## src/rtl/fsqrt_arb_pkg.sv

```systemverilog
// Shared types and constants for the fsqrt arbiter and its response FIFOs.
package fsqrt_arb_pkg;

  localparam int FP_W           = 32;
  localparam int NREQ_DEF       = 4;
  localparam int FSQRT_LAT_DEF  = 3;
  localparam int RESP_DEPTH_DEF = 2;

  // Tag id field is sized for the largest supported requester count (8).
  localparam int TAG_IDW = 3;

  typedef struct packed {
    logic               v;
    logic [TAG_IDW-1:0] id;
  } tag_t;

  // Result the fsqrt unit returns for a negative operand.
  localparam logic [FP_W-1:0] FSQRT_NAN = 32'h7FFF_FFFF;

endpackage

```

## src/rtl/fsqrt_resp_fifo.sv

```systemverilog
// Per-requester response FIFO: DEPTH entries of FP_W bits, head shown
// combinationally, zero on the output while empty.
module fsqrt_resp_fifo
  import fsqrt_arb_pkg::*;
#(
  parameter int DEPTH = 2
) (
  input  logic            i_clk,
  input  logic            i_rst_n,
  input  logic            i_push,
  input  logic [FP_W-1:0] i_data,
  input  logic            i_pop,
  output logic [FP_W-1:0] o_data,
  output logic            o_full,
  output logic            o_empty
);

  localparam int PW = (DEPTH > 1) ? $clog2(DEPTH) : 1;
  localparam int CW = $clog2(DEPTH + 1);

  logic [FP_W-1:0] r_mem [DEPTH];
  logic [PW-1:0]   r_wptr;
  logic [PW-1:0]   r_rptr;
  logic [CW-1:0]   r_cnt;
  logic            w_do_push;
  logic            w_do_pop;

  function automatic logic [PW-1:0] ptr_next(input logic [PW-1:0] p);
    return (p == PW'(DEPTH - 1)) ? '0 : p + 1'b1;
  endfunction

  assign o_empty   = (r_cnt == '0);
  assign o_full    = (r_cnt == CW'(DEPTH));
  assign w_do_push = i_push && !o_full;
  assign w_do_pop  = i_pop && !o_empty;
  assign o_data    = o_empty ? '0 : r_mem[r_rptr];

  // Pointer and occupancy bookkeeping.
  always_ff @(posedge i_clk or negedge i_rst_n) begin
    if (!i_rst_n) begin
      r_wptr <= '0;
      r_rptr <= '0;
      r_cnt  <= '0;
    end else begin
      if (w_do_push) r_wptr <= ptr_next(r_wptr);
      if (w_do_pop)  r_rptr <= ptr_next(r_rptr);
      case ({w_do_push, w_do_pop})
        2'b10:   r_cnt <= r_cnt + 1'b1;
        2'b01:   r_cnt <= r_cnt - 1'b1;
        default: r_cnt <= r_cnt;
      endcase
    end
  end

  // Storage write; contents are meaningless until counted in by r_cnt.
  always_ff @(posedge i_clk) begin
    if (w_do_push) r_mem[r_wptr] <= i_data;
  end

endmodule

```

## src/rtl/fsqrt_arbiter.sv

```systemverilog
// Round-robin, credit-gated sharing of one fixed-latency fsqrt unit between
// NREQ requesters, with per-requester in-order response FIFOs.
module fsqrt_arbiter
  import fsqrt_arb_pkg::*;
#(
  parameter int NREQ       = NREQ_DEF,
  parameter int FSQRT_LAT  = FSQRT_LAT_DEF,
  parameter int RESP_DEPTH = RESP_DEPTH_DEF,
  parameter int IDW        = $clog2(NREQ)
) (
  input  logic                 sys_clk,
  input  logic                 rst,
  input  logic [NREQ-1:0]      req_valid,
  input  logic [NREQ*FP_W-1:0] req_x,
  output logic [NREQ-1:0]      req_ready,
  output logic [NREQ-1:0]      resp_valid,
  output logic [NREQ*FP_W-1:0] resp_y,
  input  logic [NREQ-1:0]      resp_ready,
  output logic                 fu_valid,
  output logic [FP_W-1:0]      fu_x,
  input  logic [FP_W-1:0]      fu_y,
  input  logic                 fu_out_valid,
  output logic                 err
);

  localparam int CW       = $clog2(RESP_DEPTH + 1);
  localparam int MASK_CYC = FSQRT_LAT + 1;
  localparam int MW       = $clog2(MASK_CYC + 1);

  logic [IDW-1:0]  r_rr_ptr;
  logic [CW-1:0]   r_credit [NREQ];
  logic            r_fu_valid;
  logic [FP_W-1:0] r_fu_x;
  tag_t            r_tag [FSQRT_LAT+1];
  logic [MW-1:0]   r_mask_cnt;
  logic            r_err;

  logic [NREQ-1:0] w_elig;
  logic [NREQ-1:0] w_gnt;
  logic            w_gnt_any;
  logic [IDW-1:0]  w_gnt_id;
  logic [NREQ-1:0] w_push;
  logic [NREQ-1:0] w_pop;
  logic [NREQ-1:0] w_empty;
  logic [NREQ-1:0] w_full;
  logic            w_mask;

  // Requester index k positions after ptr, wrapping at NREQ.
  function automatic logic [IDW-1:0] rr_idx(input logic [IDW-1:0] ptr, input int k);
    int s;
    s = int'(ptr) + k;
    if (s >= NREQ) s = s - NREQ;
    return IDW'(s);
  endfunction

  assign req_ready = w_gnt;
  assign fu_valid  = r_fu_valid;
  assign fu_x      = r_fu_x;
  assign err       = r_err;
  assign w_mask    = (r_mask_cnt < MW'(MASK_CYC));

  // Round-robin pick of the first eligible requester at or after r_rr_ptr.
  always_comb begin
    w_gnt     = '0;
    w_gnt_any = 1'b0;
    w_gnt_id  = '0;
    for (int i = 0; i < NREQ; i++) begin
      w_elig[i] = req_valid[i] && (r_credit[i] != '0);
    end
    for (int k = 0; k < NREQ; k++) begin
      if (!w_gnt_any && w_elig[rr_idx(r_rr_ptr, k)]) begin
        w_gnt_any = 1'b1;
        w_gnt_id  = rr_idx(r_rr_ptr, k);
      end
    end
    if (w_gnt_any) w_gnt[w_gnt_id] = 1'b1;
  end

  // Pointer advance, issue register and tag pipeline aligned with the unit.
  always_ff @(posedge sys_clk or negedge rst) begin
    if (!rst) begin
      r_rr_ptr   <= '0;
      r_fu_valid <= 1'b0;
      r_fu_x     <= '0;
      for (int j = 0; j <= FSQRT_LAT; j++) r_tag[j] <= '0;
    end else begin
      r_fu_valid <= w_gnt_any;
      r_tag[0]   <= '{v: w_gnt_any, id: TAG_IDW'(w_gnt_id)};
      for (int j = 1; j <= FSQRT_LAT; j++) r_tag[j] <= r_tag[j-1];
      if (w_gnt_any) begin
        r_rr_ptr <= rr_idx(w_gnt_id, 1);
        r_fu_x   <= req_x[int'(w_gnt_id)*FP_W +: FP_W];
      end
    end
  end

  // Credits: one per free response slot; taken on grant, returned on pop.
  always_ff @(posedge sys_clk or negedge rst) begin
    if (!rst) begin
      for (int i = 0; i < NREQ; i++) r_credit[i] <= CW'(RESP_DEPTH);
    end else begin
      for (int i = 0; i < NREQ; i++) begin
        case ({w_gnt[i], w_pop[i]})
          2'b10:   r_credit[i] <= r_credit[i] - 1'b1;
          2'b01:   r_credit[i] <= r_credit[i] + 1'b1;
          default: r_credit[i] <= r_credit[i];
        endcase
      end
    end
  end

  // Sticky mismatch between expected and reported unit output, ignoring the
  // window after reset where the unreset unit may still emit stale results.
  always_ff @(posedge sys_clk or negedge rst) begin
    if (!rst) begin
      r_mask_cnt <= '0;
      r_err      <= 1'b0;
    end else begin
      if (w_mask) r_mask_cnt <= r_mask_cnt + 1'b1;
      if (!w_mask && (r_tag[FSQRT_LAT].v != fu_out_valid)) r_err <= 1'b1;
    end
  end

  // Credits must keep every retiring result from landing in a full FIFO.
  always @(posedge sys_clk) begin
    if (rst) assert (!(|(w_push & w_full)));
  end

  for (genvar gi = 0; gi < NREQ; gi++) begin : g_resp
    assign w_push[gi]     = r_tag[FSQRT_LAT].v && (r_tag[FSQRT_LAT].id == TAG_IDW'(gi));
    assign w_pop[gi]      = resp_ready[gi] && !w_empty[gi];
    assign resp_valid[gi] = !w_empty[gi];

    fsqrt_resp_fifo #(
      .DEPTH (RESP_DEPTH)
    ) u_fifo (
      .i_clk   (sys_clk),
      .i_rst_n (rst),
      .i_push  (w_push[gi]),
      .i_data  (fu_y),
      .i_pop   (w_pop[gi]),
      .o_data  (resp_y[gi*FP_W +: FP_W]),
      .o_full  (w_full[gi]),
      .o_empty (w_empty[gi])
    );
  end

endmodule

```

## config.mk

```make
export PLATFORM = sky130hd
export DESIGN_NAME = fsqrt_arbiter
export DESIGN_NICKNAME = d
export VERILOG_FILES = /design/src/rtl/fsqrt_arb_pkg.sv /design/src/rtl/fsqrt_resp_fifo.sv /design/src/rtl/fsqrt_arbiter.sv
export SDC_FILE = /design/constraint.sdc
export NUM_CORES = 1
export LEC_CHECK = 0
export BUFFER_PORTS_ARGS = -buffer_cell sky130_fd_sc_hd__buf_4
export CORE_ASPECT_RATIO = 1.2
export CORE_MARGIN = 2
export CORE_UTILIZATION = 25
export DETAILED_ROUTE_END_ITERATION = 8
export GPL_TIMING_DRIVEN = 0
export PLACE_DENSITY = 0.53
export SLEW_MARGIN = 15
export SYNTH_ARGS = -nofsm -noshare
export SYNTH_HDL_FRONTEND = slang
export SYNTH_HIERARCHICAL = 1
export SYNTH_SLANG_ARGS = --single-unit
```

## constraint.sdc

```tcl
create_clock -name sys_clk -period 5.4 [get_ports sys_clk]
set_input_delay 0 -clock sys_clk [delete_from_list [all_inputs] [get_ports sys_clk]]
set_output_delay 0 -clock sys_clk [all_outputs]
set_load 0.005 [all_outputs]
```

=== After elaboration in Yosys (flattened, before gate mapping) ===
Memory sizes are Yosys's and may differ from the RTL's.
Index checks and enable logic that the tools add are counted.
Widths: inputs -> output; s select.

* Output and inout port bits: 170
* Register bits: 74
* Memories: 4
* RAM bits: 256
* Logic and storage cells: 209

{| class="wikitable"
|+ Memory list
! name !! depth !! width !! read ports !! clocked after Yosys merged registers in !! write ports !! RTL line !! source
|-
| g_resp[0].u_fifo.r_mem || 2 || 32 || 1 || 0 || 1 || fsqrt_resp_fifo.sv:21 || <nowiki>logic [FP_W-1:0] r_mem [DEPTH];</nowiki>
|-
| g_resp[1].u_fifo.r_mem || 2 || 32 || 1 || 0 || 1 || fsqrt_resp_fifo.sv:21 ||
|-
| g_resp[2].u_fifo.r_mem || 2 || 32 || 1 || 0 || 1 || fsqrt_resp_fifo.sv:21 ||
|-
| g_resp[3].u_fifo.r_mem || 2 || 32 || 1 || 0 || 1 || fsqrt_resp_fifo.sv:21 ||
|}

* Eq/ne operators: 24
* Muxes and demuxes: 52
* Magnitude comparators: 12
* Add/subtract/negate cells: 34
* Shift operators: 1
* Reductions and logical operators: 54

{| class="wikitable"
|+ Operators by type and width
! cell !! count
|-
| $mux 32 || 4
|-
| $shiftx 128x8->32 || 1
|-
| $pmux 2 s2 || 8
|-
| $eq 2x2->1 const B || 14
|-
| $sub 2x1->2 const B || 13
|-
| $logic_and 1x1->1 || 25
|-
| $mux 1 || 25
|-
| $reduce_bool 2->1 || 12
|-
| $eq 2x1->1 const B || 9
|-
| $mux 2 || 9
|-
| $add 2x1->2 const B || 8
|-
| $lt 2x3->1 const B || 5
|-
| $ge 3x3->1 const B || 4
|-
| $logic_not 1->1 || 12
|-
| $add 1x1->1 const B || 8
|-
| $bmux 1 s2 || 4
|-
| $logic_not 2->1 || 4
|-
| $add 2x1->3 const B || 2
|-
| $add 2x2->3 const B || 2
|-
| $mux 4 || 1
|-
| $add 3x1->3 const B || 1
|-
| $ge 2x3->1 const B || 1
|-
| $logic_not 3->1 || 1
|-
| $lt 3x3->1 const B || 1
|-
| other kinds (3) || 3
|}

=== Logic depth before layout (Yosys ltp) ===
* Depth after elaboration: 21
* Depth in mapped cells: 10

=== Hierarchy ===
Netlist, hierarchy kept.

{| class="wikitable"
|+ By module, submodules not included
! module !! area an instance (µm²) !! seq. area each (µm²) !! cells an instance !! times used
|-
| fsqrt_resp_fifo || 2,613.8 || 2,021.9 || 153 || 4
|-
| fsqrt_arbiter || 3,319.4 || 1,456.4 || 394 || 1
|}

=== Worst setup path before layout ===
Ideal clock, no wire load.

* Path type: reg2reg
* From: register r_tag[1] (netlist name)
* To: memory g_resp[0].u_fifo.r_mem[0][0] (enable)
* Setup slack: 2,880 ps
* Path buffers: 0
* Stages on the path, launching flop included: 4
* Library setup time: 421 ps
* Arrival time: 2,099 ps
* Data required time: 4,979 ps
* Cells stage by stage: dfrtp_1 -> nor3b_1 -> nand2_1 -> nor2_1

* Longest elaborated chain between the ends: 5

{| class="wikitable"
|+ Ends and longest elaborated chain
! what !! RTL line !! source
|-
| start, declared || fsqrt_arbiter.sv:34 || <nowiki>tag_t r_tag [FSQRT_LAT+1];</nowiki>
|-
| $logic_not 3->1 || fsqrt_arbiter.sv:130 || <nowiki>assign w_push[gi] = r_tag[FSQRT_LAT].v && (r_tag[FSQRT_LAT].id == TAG_IDW'(gi));</nowiki>
|-
| $logic_and 1x1->1 || fsqrt_arbiter.sv:130 ||
|-
| net w_push[0] || fsqrt_arbiter.sv:42 || <nowiki>logic [NREQ-1:0] w_push;</nowiki>
|-
| $logic_and 1x1->1 || fsqrt_resp_fifo.sv:34 || <nowiki>assign w_do_push = i_push && !o_full;</nowiki>
|-
| $mux 1 || fsqrt_resp_fifo.sv:57 || <nowiki>if (w_do_push) r_mem[r_wptr] <= i_data;</nowiki>
|-
| $mux 1 (implied by the code) || fsqrt_resp_fifo.sv:57 ||
|-
| end, declared || fsqrt_resp_fifo.sv:21 ||
|}

The timed path passes the listed nets, and every way through them passes these cells.

=== Worst setup path in the final report ===
* From: register r_credit[2] (netlist name)
* To: register r_fu_x[12] (netlist: fu_x[12])

* Longest elaborated chain between the ends: 15
* Elaborated cells between the ends (all ways): 25

{| class="wikitable"
|+ Ends and longest elaborated chain
! what !! RTL line !! source
|-
| start, declared || fsqrt_arbiter.sv:31 || <nowiki>logic [CW-1:0] r_credit [NREQ];</nowiki>
|-
| start signal, assigned by index || fsqrt_arbiter.sv:104 || <nowiki>2'b10: r_credit[i] <= r_credit[i] - 1'b1;</nowiki>
|-
| start signal, assigned by index || fsqrt_arbiter.sv:105 || <nowiki>2'b01: r_credit[i] <= r_credit[i] + 1'b1;</nowiki>
|-
| start signal, assigned by index || fsqrt_arbiter.sv:106 || <nowiki>default: r_credit[i] <= r_credit[i];</nowiki>
|-
| $reduce_bool 2->1 * || fsqrt_arbiter.sv:68 || <nowiki>w_elig[i] = req_valid[i] && (r_credit[i] != '0);</nowiki>
|-
| $logic_and 1x1->1 * || fsqrt_arbiter.sv:68 ||
|-
| $bmux 1 s2 || fsqrt_arbiter.sv:71 || <nowiki>if (!w_gnt_any && w_elig[rr_idx(r_rr_ptr, k)]) begin</nowiki>
|-
| $mux 1 (implied by the code) || fsqrt_arbiter.sv:71 ||
|-
| $mux 1 || fsqrt_arbiter.sv:71 ||
|-
| $logic_not 1->1 || fsqrt_arbiter.sv:71 ||
|-
| $logic_and 1x1->1 || fsqrt_arbiter.sv:71 ||
|-
| $mux 1 || fsqrt_arbiter.sv:71 ||
|-
| $logic_not 1->1 || fsqrt_arbiter.sv:71 ||
|-
| $logic_and 1x1->1 || fsqrt_arbiter.sv:71 ||
|-
| $mux 1 || fsqrt_arbiter.sv:71 ||
|-
| $logic_not 1->1 || fsqrt_arbiter.sv:71 ||
|-
| $logic_and 1x1->1 || fsqrt_arbiter.sv:71 ||
|-
| $mux 2 || fsqrt_arbiter.sv:71 ||
|-
| $shiftx 128x8->32 || fsqrt_arbiter.sv:92 || <nowiki>r_fu_x <= req_x[int'(w_gnt_id)*FP_W +: FP_W];</nowiki>
|-
| end signal, assigned || fsqrt_arbiter.sv:92 ||
|-
| end, declared || fsqrt_arbiter.sv:33 || <nowiki>logic [FP_W-1:0] r_fu_x;</nowiki>
|}

Every way passes the cells marked *; elsewhere a longest branch is shown, timed or not. The select of a mux whose other input is x is not followed.
A chain may end at the register's enable or synchronous reset.

==> reports/metrics.csv <==
metric,value,unit
"slowest stage delay, CP",0.58,ns
reg2reg start,r_credit[2]$_DFFE_PN0P_,
DP HPWL,30300,um
Rel. slew slack,30.6,%
status,finished clean,
Post-CTS Hold Buffers,105,
Total GRT Usage,14.9,%
CTS root buf,clkbuf_16,
DRT met1 WL,16800,um
Placer Congestion,0.909,
final hold violation count,0,
PwrDens,574,nW/um2
Post-Synthesis Cells,1002,
Cells after DPL,2071,
reg2reg end,fu_x[12]$_DFFE_PN0P_,
post-cts sizing count,0,
CTS tree,built,
critical path arrival,3.67,ns
Final Core Density,35.9,%
"Reg clk slew, reported paths",0.06,ns
post-route ant nets,0,
Hold EP,g_resp[2].u_fifo/r_rptr$_DFFE_PN0P_,
Top Family by Delay on Critical Path,buffers and inverters,
setup TNS,0,ns
Synth Cell Area,13800,um2
Period minus WS final,3.20,ns
crit path launch type,register,
slowest cell on the critical path,dlygate4sd3_1,
routed wl met3,3540,um
drt first pass iters,5,
via total after detailed routing,9849,
antenna violations before repair,3,
max-cap violations,0,
htree depth,2,
CP bufs+invs,4,
final instance area,19600,um2
syn_area_per_cell,13.7,um2
crit path launch,r_credit[2]$_DFFE_PN0P_,
starting density of the core,25.2,%
core area,54600,um2
Final Cycle Share,59.3,%
fin worst setup slack,2.20,ns
Post-Syn Nets,1182,
layout cells sized above 1,31.4,%
top layer reached by signal wires,met5,
final max-slew violation count,0,
number of remaining DRC errors,0,
highest clock rate,312,MHz
overall die area,56900,um2
R2R Setup Slk,2.20,ns
DRT iter0 DRCs,431,
I/O Buffers,340,
Place WS,2.61,ns
Worst Hold Depth,4,
Overflow after GRT,0,
worst path required time,5.86,ns
Worst Reg-to-Reg Cells,9,
met2 routed WL,21600,um
Die Span X,218,um
largest net degree at the start of global routing,75,
P&R area growth vs syn,42.5,%
"Critical Path, Cell by Cell",buf_6 > o21ai_4 > a21oi_1 > nor4_4 > buf_6 > a21oi_1 > dlygate4sd3_1 > a31oi_1 > dlygate4sd3_1,
Crit. End Element,register,
IO Pins,341,
Crit Path Category,reg2reg,
first-pass GRT wire length,63500,um
n_diodes,0,
vias in the first global route,10433,
Nets,1675,
Max clock buf depth,3,
Slew @ Worst Pin,1.04,ns
Wirelength per Cell,19.3,um
Yosys warnings,6,
Final Skew,0.0205,ns
leak pwr,8.00,nW
setup bufs post-CTS,0,
clock net sink count,330,
Avg Vias per Cell,4.39,
die height,261,um
Hold WC Path Type,in2reg,
RSZ-0062 raised after global routing,no,
Hold Startpoint,resp_ready[2],
# setup viols final,0,
final cell count without fillers,2241,
Rows,94,
VDD IR max,0.000202,V
Placed Instance Area,17400,um2
CTS buffer count,37,
total wire length,43300,um
Worst-Skew Late Latency,0.54,ns
"Max FO, Critical Path",10,
[how the worst max path moves through the flow]
| stage | to | cells past startpoint |
|---|---|---|
| after global placement | g_resp[0].u_fifo/r_mem[0][17]$_DFFE_PP_ | 3 |
| after detailed placement | r_credit[3]$_DFFE_PN1P_ | 9 |
| after CTS | fu_x[4]$_DFFE_PN0P_ | 9 |
| final | fu_x[12]$_DFFE_PN0P_ | 9 |
| after global routing | fu_x[12]$_DFFE_PN0P_ | 9 |
| after floorplan | g_resp[0].u_fifo/r_mem[0][0]$_DFFE_PP_ | 3 |
[cell type report]
type,count,area [um2]
Buffer,54,378
Clock buffer,45,997
Clock inverter,20,119
Fill cell,5410,35000
Inverter,9,33.8
Multi-Input combinational cell,609,3840
Sequential cell,330,9540
Tap cell,720,901
Timing Repair Buffer,454,3800
[per-layer routing]
| layer | global-route usage [%] | vias up |
|---|---|---|
| met2 | 26.6 | 400 |
| li1 | - | 4597 |
| met3 | 4.76 | 69 |
| met1 | 16.8 | 4779 |
| met5 | 0 | - |
| met4 | 5.12 | 4 |
[cells in the final DEF (no fill, tap or decap), types with 2 or more instances in the layout]
master and count:
buf_4 350, edfxtp_1 256, nor2_1 240, mux2i_1 128, dlygate4sd3_1 105, dfrtp_1 70, nand2_1 40, a21oi_1 39
clkbuf_16 38, a22oi_1 34, a31oi_1 32, buf_2 20, xor2_1 17, xnor2_1 17, buf_6 15, clkbuf_1 14
inv_1 9, ha_1 9, clkinv_2 8, buf_12 7, clkinv_1 6, nor2b_1 5, nor2_2 4, nand2b_1 4
nor2b_2 4, and3_2 4, nor2_4 4, dfstp_2 4, o21a_1 3, o21ai_0 3, clkinvlp_4 3, o21ai_2 2
o211ai_1 2, nand3_1 2, o21ai_4 2, clkbuf_8 2, buf_16 2
[sequential cells by signal (all words and copies together), names as in the netlist]
register / flops
r_tag: 12
g_resp.u_fifo/r_mem: 256
r_mask_cnt: 3
r_rr_ptr: 2
err: 1
g_resp.u_fifo/r_cnt: 8
g_resp.u_fifo/r_rptr: 4
g_resp.u_fifo/r_wptr: 4
r_credit: 8
fu_x: 32
[metrics by stage]
step                hold WS, ns  total power [mW]
global placement          0.229              8.54
global route             0.0562              12.0
floorplan                -0.296              6.22
detailed placement        0.238              8.69
finish                   0.0525              11.3
CTS                      0.0211              11.4
[power by group]
group          switching [mW]  internal (mW)  total [mW]
registers               0.307           3.53        3.83
logic                    2.67           2.41        5.08
clock network            1.03           1.32        2.34
total                    4.00           7.26        11.3
[worst register-to-register path: stages (launching register included)]
cell and delay (ns):
dfrtp_1 0.37, buf_6 0.13, o21ai_4 0.26, a21oi_1 0.16
nor4_4 0.57, buf_6 0.24, a21oi_1 0.09, dlygate4sd3_1 0.57
a31oi_1 0.16, dlygate4sd3_1 0.58
(Power assumes the default switching activity.)
